**src/rtl/weird_sqrt.sv**
```systemverilog
// Iterative modular square-root finder: smallest x with x*x mod 2^WIDTH == target.
// Define WEIRD_SQRT_PARITY_SKIP_EN to search only candidates whose parity matches the target.
module weird_sqrt #(
  parameter int WIDTH = 8
) (
  input  logic             clk,
  input  logic             rst,
  input  logic             start,
  input  logic             abort,
  input  logic [WIDTH-1:0] data_in,
  output logic             busy,
  output logic             done,
  output logic             found,
  output logic [WIDTH-1:0] data_out
);

  typedef enum logic {IDLE, SEARCH} state_t;

  state_t             state;
  logic [WIDTH-1:0]   target;
  logic [WIDTH-1:0]   cand;
  logic [WIDTH-1:0]   first_cand;
  logic [WIDTH-1:0]   last_cand;
  logic [WIDTH-1:0]   step;
  logic [2*WIDTH-1:0] sq;
  logic               match;

`ifdef WEIRD_SQRT_PARITY_SKIP_EN
  // x*x has the same parity as x, so only same-parity candidates can match.
  assign first_cand = {{(WIDTH-1){1'b0}}, data_in[0]};
  assign last_cand  = {{(WIDTH-1){1'b1}}, target[0]};
  assign step       = WIDTH'(2);
`else
  assign first_cand = '0;
  assign last_cand  = '1;
  assign step       = WIDTH'(1);
`endif

  function automatic logic [2*WIDTH-1:0] square_full(input logic [WIDTH-1:0] x);
    logic [2*WIDTH-1:0] xe;
    xe = {{WIDTH{1'b0}}, x};
    return xe * xe;
  endfunction

  assign sq    = square_full(cand);
  // Modular compare: the high half is a don't-care, only the low half must equal target.
  assign match = (sq == {sq[2*WIDTH-1:WIDTH], target});

  always_ff @(posedge clk or negedge rst) begin
    if (!rst) begin
      state    <= IDLE;
      target   <= '0;
      cand     <= '0;
      busy     <= 1'b0;
      done     <= 1'b0;
      found    <= 1'b0;
      data_out <= '0;
    end else begin
      done <= 1'b0;
      case (state)
        IDLE: begin
          if (start) begin
            target <= data_in;
            cand   <= first_cand;
            state  <= SEARCH;
            busy   <= 1'b1;
          end
        end
        SEARCH: begin
          if (abort) begin
            state <= IDLE;
            busy  <= 1'b0;
          end else if (match) begin
            data_out <= cand;
            found    <= 1'b1;
            done     <= 1'b1;
            busy     <= 1'b0;
            state    <= IDLE;
          end else if (cand == last_cand) begin
            data_out <= '0;
            found    <= 1'b0;
            done     <= 1'b1;
            busy     <= 1'b0;
            state    <= IDLE;
          end else begin
            cand <= cand + step;
          end
        end
        default: begin
          state <= IDLE;
          busy  <= 1'b0;
        end
      endcase
    end
  end

endmodule

```
**config.mk**
```make
export PLATFORM = sky130hd
export DESIGN_NAME = weird_sqrt
export DESIGN_NICKNAME = d
export VERILOG_FILES = /design/src/rtl/weird_sqrt.sv
export SDC_FILE = /design/constraint.sdc
export NUM_CORES = 1
export LEC_CHECK = 0
export CAP_MARGIN = 30
export CELL_PAD_IN_SITES_DETAIL_PLACEMENT = 1
export CELL_PAD_IN_SITES_GLOBAL_PLACEMENT = 1
export CORE_ASPECT_RATIO = 1.25
export CORE_MARGIN = 3
export CORE_UTILIZATION = 38
export CTS_CLUSTER_SIZE = 24
export DETAILED_ROUTE_END_ITERATION = 10
export GPL_ROUTABILITY_DRIVEN = 0
export PLACE_DENSITY = 0.86
export REMOVE_ABC_BUFFERS = 1
export SYNTH_ARGS = -nofsm -noshare
export SYNTH_HDL_FRONTEND = slang
export SYNTH_SLANG_ARGS = --single-unit
```
**constraint.sdc**
```tcl
create_clock -name clk -period 4.2 [get_ports clk]
set_input_delay 0.42 -clock clk [delete_from_list [all_inputs] [get_ports clk]]
set_output_delay 0.42 -clock clk [all_outputs]
set_load 0.005 [all_outputs]
```
; Yosys cells after proc, flatten, opt, wreduce, memory -nomap -nowiden
; Cells that the tools add are included.
[word_totals]
regBits = 28
out_inout_bits = 11
elab_cells = 45
[op_classes]
addsub = 1
n_mul = 1
bitwise_logic = 2
n_eq_ne = 7
muxes = 22
n_reduce_logical = 5
[ops]
columns = op, count
row1 = 8-bit 2-to-1 mux, 6
row2 = 8-bit case mux with 2 select lines, 1
row3 = 1-bit 2-to-1 mux, 13
row4 = "8-bit by 1-bit adder with 8-bit output, second input constant", 1
row5 = 8-bit == test, 1
row6 = "8-bit == test, second input constant", 1
row7 = 8-bit by 8-bit multiplier with 8-bit output, 1
row8 = "2-bit inequality test, second input constant", 4
row9 = "4-bit by 2-bit inequality test with 1-bit output, second input constant", 1
row10 = 1-bit case mux with 2 select lines, 2
row11 = 2-bit AND reduction, 2
row12 = 4-bit AND reduction, 1
row13 = 3-bit AND reduction, 1
row14 = 1-bit inverter, 2
row15 = 2-bit nonzero test, 1

; Longest topological paths before layout
; Gate-level depths: netlist (run 1).
[logic_depth]
depth_word = 5
depth_mapped = 20
depth_no_buf = 18

; Least setup slack after synthesis (run 1)
; Ideal clock, no wire load.
[synth_path]
path_kind = register to register
start = reg cand[0]
end = reg data_out[0]
path_stages_with_launch = 20
n_path_buf = 2
arrival_time_ns = 4.012
period_less_slack_ns = 4.138
slack_ns = 0.062
setup_ns = 0.125
path_cell_list = dfrtp_1 -> clkbuf_1 -> inv_1 -> nor2_1 -> xnor2_1 -> ha_1 -> a31oi_1 -> fa_1 -> inv_1 -> ha_1 -> inv_1 -> fa_1 -> inv_1 -> ha_1 -> xnor2_1 -> nor4_2 -> nand4_4 -> or2_1 -> buf_6 -> mux2i_1
[synth_via]
elab_chain_cells = 4
word_cells_on_any_way = 6
[synth_rtl]
columns = element, line_no
row1 = start: declaration, 21  ; logic [WIDTH-1:0] cand;
row2 = start signal: assignment, 64  ; cand <= first_cand;
row3 = start signal: assignment, 86  ; cand <= cand + step;
row4 = 8-bit by 8-bit multiplier with 8-bit output, 42  ; return xe * xe;
row5 = 8-bit == test, 47  ; assign match = (sq == {sq[2*WIDTH-1:WIDTH], target});
row6 = 2-bit nonzero test (no source line), --
row7 = 3-bit AND reduction (no source line), --
row8 = end signal: assignment, 74  ; data_out <= cand;
row9 = end: declaration, 14  ; output logic [WIDTH-1:0] data_out
; Several ways; a longest one is shown, not always the timed one.
; A chain may end at the register's enable or synchronous reset.

; Worst setup path after layout (run 1)
[layout_path]
start = reg cand[0]
end = reg cand[3]
[layout_via]
elab_chain_cells = 5
word_cells_on_any_way = 11
[layout_rtl]
columns = element
row1 = branches (longest 5 deep; another with 8-bit by 8-bit multiplier with 8-bit output)
; Parallel ways; which one is timed is not known. The select of a mux whose other input is x is not followed.

==> results.toml, run 1 <==
[timing]
post-route-period-util_pct = 95.0
finalSetupViolCount = 0
tightest_slew_ps = 669
clock.fmax_ghz = 0.251
final-hold-violation-count = 0
maxSlewHeadroom_pct = 55.4
worst_slack_ps = 209
min_period_ps = 3990
fin_skew_ps = 7.31
grt_setup_unrepaired = "false"
drv_slew = 0

[synthesis]
ys_ff_latch = 28
synth-compound-area-share_pct = 2.57
synthMuxAreaShare_pct = 9.26
syn-instance-count = 197
synthArstFlopShare_pct = 100
synthTopCellsByArea = "dfrtp_1 38%, nand2_1 10%, ha_1 9.5%, mux2i_1 8.6%, fa_1 6.5%"
seq_area_frac_synth_pct = 37.8
yosysMostFrequentCell = "nand2_1"
ys_warn_count = 0
yosys.area.top_type_share_pct = 37.8
synth_edf_count = 0
ys.flop_type = "dfrtp_1"
yosys.area_share.simple_pct = 19.6
synth.largest_area_cell = "dfrtp_1"
ys_top_cells_by_count = "51 x nand2_1, 28 x dfrtp_1, 20 x inv_1"
synth_top_family_by_area = "simple AND/OR/NAND/NOR gates"
synth-xor-area-share_pct = 8.85
yosysUniqueCellTypes = 28
synthAdderAreaFrac_pct = 15.9
syn_area_um2 = 1850
synth_area_per_cell_um2 = 9.40

[critical_path]
critPathMaxStageDelay_ps = 550
slowest_stage = "fa_1"
critical_path.max_fanout = 8
cp_cell_sequence = "inv_1 > nor2_4 > xnor2_1 > ha_1 > a31oi_1 > fa_1 > inv_1 > ha_1 > inv_1 > fa_1 > inv_1 > ha_4 > a21o_1 > a21oi_2 > xnor3_2 > nand4_4 > buf_6 > nand4_1 > mux2i_1"
reg2reg_setup_slack_ps = 210
crit_type = "register to register"
cp-start-kind = "register"
crit_buf_inv = 5
worst_path_dominant_cell_family = "adder cells"
cpMostUsedCell = "inv_1"
worstSetupEndpointType = "register"
arrival_ps = 4200
worstPathRequired_ps = 4410

[die]
die_y_um = 84.0
io_pins = 23
core_area_um2 = 4560
die_area_um2 = 5750
start_util_pct = 40.6
die_x_um = 68.4
rows = 27

[power_and_ir_drop]
ir_drop_mv = 0.144
leakage_nw = 1.22
pwr-share-clk_pct = 25.8
power_uw = 852
p_switching_uw = 277
seq_power_share_pct = 41.1
p_per_area_nw_per_um2 = 371
switching_share_pct = 32.5
internal_power_uw = 575
pwr-share-comb_pct = 33.2

[layout]
layout.cells.non_filler = 283
diodes = 0
drive_gt1_share_pct = 11.1
areaGrowthSynthToFinish_pct = 24.1
fin_nets = 258

[clocking]
clock_sinks = 28
cts.path.max_buffers = 2
cts_max_level = 1
path_clk_slew_ps = 110
ctsHoldBuffers = 0
cts_buffers = 3
cts_tree = "yes"
cts_root_buf = "clkbuf_8"
clock_latency_ps = 280

[routing]
firstDrtPassIters = 4
antenna_left = 0
vias = 1433
totalWireLength_mm = 4.35
route.detailed.drc = 0
via_per_inst = 5.06
wl_per_cell_um = 15.4
drtIter0Drc = 66

[global_routing]
antenna_found_initial = 0
grt_max_degree = 29
grtUsageTotal_pct = 16.6
overflow = 0
first_global_vias = 1626
grt_pass1_wl_mm = 7.41

[min_path]
hold_path.class = "register to register"

[placement]
dp_hpwl_mm = 3.27
io_buffers = 22
dp_slack_ps = -87.7
dp.cells = 278

[flow_run]
maxCapViolations = 0

[status]
status = "complete, no violations"
==> logic make-up after synthesis <==
kind of cell	count (synthesis)
AOI/OAI and AO/OA	8
xor gates and xnor gates	17
DFF	28
adders and majority gates	20
buffers and inverters	27
and+or+nand+nor	80
muxes	17
==> final cells by class <==
type | instances | area (um^2)
Clock inverter | 1 | 30.0
Tap cell | 58 | 72.6
Multi-Input combinational cell | 142 | 1090
Sequential cell | 28 | 701
Inverter | 20 | 75.1
Timing Repair Buffer | 31 | 292
Clock buffer | 3 | 41.3
Fill cell | 545 | 2260
==> sequential cells by signal, summed over array words and instances, names as in the netlist <==
register	flops
busy	1
cand	8
data_out	8
found	1
target	8
done	1
state	1
==> worst paths after layout <==
kind / start / endpoint / depth (start not counted)
setup / recovery: cand[0] / cand[3] / 19
hold / removal: target[1] / target[1] / 2
setup reg to reg: cand[0] / cand[3] / 19
hold reg to reg: target[1] / target[1] / 2
max in group asynchronous: rst / target[6] / 2
min in group asynchronous: rst / cand[4] / 2
==> metal layers <==
metal  wire length [um]  vias to the layer above  share of wire (%)  GRT usage (%)
met3                138                       14                3.2           1.89
met1               1630                      694                 37           19.2
li1                   -                      689                  -              -
met2               2460                       36                 57           30.1
met4                118                        0                2.7           5.79
met5                  0                        -                  0              0
==> tightest hold or removal path: stages (launching register included) <==
cell     delay (ps)
dfrtp_1         360
nand2_1          50
nand2_1          60
==> power groups by stage <==
stage	clock, mW	sequential [mW]	combinational (mW)
4_1_cts	0.223	0.349	0.279
3_3_place_gp	0	0.351	0.266
5_1_grt	0.235	0.356	0.317
6_report	0.220	0.350	0.283
2_1_floorplan	0	0.364	0.142
3_5_place_dp	0	0.355	0.275
==> metrics by stage <==
step	cell area [um^2]	setup TNS [ps]	hold WS, ps	util, %
6_report	2300	0	500	50.4
5_1_grt	2300	0	535	50.4
4_1_cts	2260	0	507	49.5
3_5_place_dp	2170	-590	480	47.6
3_3_place_gp	2170	0	461	47.6
2_1_floorplan	1820	0	124	-
==> layout by cell type (no fill, tap or decap), drive strengths merged, types with 4 or more instances in the layout <==
cell and count:
nand3 6, buf 9, clkdlybuf4s50 22, xnor2 10
dfrtp 28, mux2i 16, inv 20, nor2 9
nand4 5, a21oi 4, ha 14, nand2 51
fa 6, xor2 6
==> timing repair <==
item                                    in CTS  in global routing
setup buffers                                1                  0
endpoints found under the hold margin        0                  0
pin swaps                                    0                  1
resized for setup                            3                  8
endpoints found under the setup margin      19                 18
(Power assumes the default switching activity.)
==> run 2, diff against run 1 <==
==> constraint.sdc (replaced) <==
create_clock -name clk -period 4.2 [get_ports clk]
set_input_delay 0.84 -clock clk [delete_from_list [all_inputs] [get_ports clk]]
set_output_delay 0.84 -clock clk [all_outputs]
set_load 0.005 [all_outputs]
==> results of run 2 <==
Same layout as run 1 (identical final DEF). Status: complete, no violations.
==> run 3, diff against run 2 <==
--- a/config.mk
+++ b/config.mk
@@ -9,7 +9,6 @@
 export CELL_PAD_IN_SITES_DETAIL_PLACEMENT = 1
 export CELL_PAD_IN_SITES_GLOBAL_PLACEMENT = 1
 export CORE_ASPECT_RATIO = 1.25
-export CORE_MARGIN = 3
 export CORE_UTILIZATION = 38
 export CTS_CLUSTER_SIZE = 24
 export DETAILED_ROUTE_END_ITERATION = 10
==> results.toml, run 3 (synthesis results as in run 1) <==
[status]
status = "complete, no violations"

[power_and_ir_drop]
leakage_nw = 1.22
ir_drop_mv = 0.179
power_uw = 855
p_per_area_nw_per_um2 = 372

[timing]
min_period_ps = 3990
fin_skew_ps = 5.30
clock.fmax_ghz = 0.251
final-hold-violation-count = 0
finalSetupViolCount = 0
fin_hold_ws_ps = 488
post-route-period-util_pct = 94.9
tightest_slew_ps = 665
maxSlewHeadroom_pct = 55.6
drv_slew = 0

[die]
die_area_um2 = 5160
io_pins = 23
die_x_um = 64.4
start_util_pct = 39.4
die_y_um = 80.0
core_area_um2 = 4690
rows = 28

[global_routing]
grtUsageTotal_pct = 17.9
grt_max_degree = 29
grt_util_met1_pct = 18.7
grt_busiest_layer = "met2"
grt.met3_usage_pct = 2.14
antenna_found_initial = 0
first_global_vias = 1489
grt_pass1_wl_mm = 6.89
overflow = 0
use_met2_pct = 34.4

[layout]
nFillCells = 555
areaGrowthSynthToFinish_pct = 24.2
diodes = 0
top_regs = "cand: 8 flops, data_out: 8 flops, target: 8 flops"
drive_gt1_share_pct = 11.9
fin_nets = 259
final_cell_mix = "51 x nand2_1, 27 x dfrtp_1, 22 x clkdlybuf4s50_1, 18 x inv_1, 16 x mux2i_1"
final_common_cell = "nand2_1"

[placement]
io_buffers = 22
dp_hpwl_mm = 3.08

[critical_path]
worstPathRequired_ps = 4380
cpMostUsedCell = "inv_1"
cp-start-kind = "register"
arrival_ps = 4160
critPathMaxStageDelay_ps = 530
crit_type = "register to register"
cp_cell_sequence = "inv_2 > nor2_2 > xnor2_1 > ha_2 > a31oi_1 > fa_1 > inv_1 > ha_1 > inv_1 > fa_1 > inv_1 > ha_4 > a21o_1 > a21oi_1 > xnor3_2 > nand4_4 > buf_6 > nand4_1 > mux2i_1"
slowest_stage = "fa_1"
worstSetupEndpointType = "register"
critical_path.max_fanout = 8

[routing]
route.detailed.drc = 0
vias = 1422
firstDrtPassIters = 4
via_per_inst = 4.97
drtIter0Drc = 29
totalWireLength_mm = 4.13
antenna_left = 0
wl_per_cell_um = 14.5

[clocking]
ctsHoldBuffers = 0
path_clk_slew_ps = 100
cts_tree = "yes"
cts_max_level = 1
cts.path.max_buffers = 2
clock_latency_ps = 290
cts_buffers = 3
cts_root_buf = "clkbuf_8"
clock_sinks = 28

[flow_run]
maxCapViolations = 0

[min_path]
hold_path.class = "register to register"
[run 3: critical path, delay by kind of cell (launching register included)]
family,cells,cell delay [ps]
AO/OA/AOI/OAI,3,380
XOR/XNOR,2,430
adder cells (fa/ha/maj),5,1740
buffers and inverters,5,370
flip-flops,1,380
multiplexers,1,160
AND/OR/NAND/NOR,3,400
[run 3: routing by layer]
layer | wire length [um] | vias up
met2 | 2350 | 32
met1 | 1550 | 687
met4 | 131 | 0
met5 | 0 | -
li1 | - | 692
met3 | 102 | 11
[run 3: metrics by stage]
step	setup slack (ps)	instance area, um^2	utilization (%)	instances	setup TNS (ps)
final	214	2300	49.0	286	0
after CTS	26.8	2250	48.0	284	0
after detailed placement	-118	2160	46.1	279	-686
after floorplan	115	1820	-	190	0
after global routing	-1.83	2300	49.0	286	-2.76
after global placement	89.1	2160	46.1	279	0
[run 3: report_power, final]
| group | switching [mW] | internal [mW] | total (mW) |
|---|---|---|---|
| logic | 0.146 | 0.136 | 0.282 |
| clock network | 0.0935 | 0.128 | 0.222 |
| registers | 0.0338 | 0.317 | 0.351 |
| total | 0.274 | 0.581 | 0.855 |
[run 3: layout make-up]
cell class,count,area (um^2),share of cell area [%]
Multi-Input combinational cell,142,1080,46.8
Timing Repair Buffer,32,299,13.0
Tap cell,60,75.1,3.26
Inverter,20,75.1,3.26
Clock inverter,1,30.0,1.31
Clock buffer,3,41.3,1.80
Sequential cell,28,702,30.5
[run 3: final timing paths]
path | start | to | slack, ps | cells after the start
max in group asynchronous | rst | cand[6] | 2990 | 2
min in group asynchronous | rst | data_out[1] | 920 | 2
max reg2reg | cand[4] | cand[6] | 210 | 19
min reg2reg | found | found | 490 | 2
min | found | found | 490 | 2
max | cand[4] | cand[6] | 210 | 19
[run 3: timing repair]
item | CTS | global route
setup endpoints to repair | 16 | 18
resized for setup | 3 | 8
setup buffers | 1 | 2
pin swaps | 0 | 1
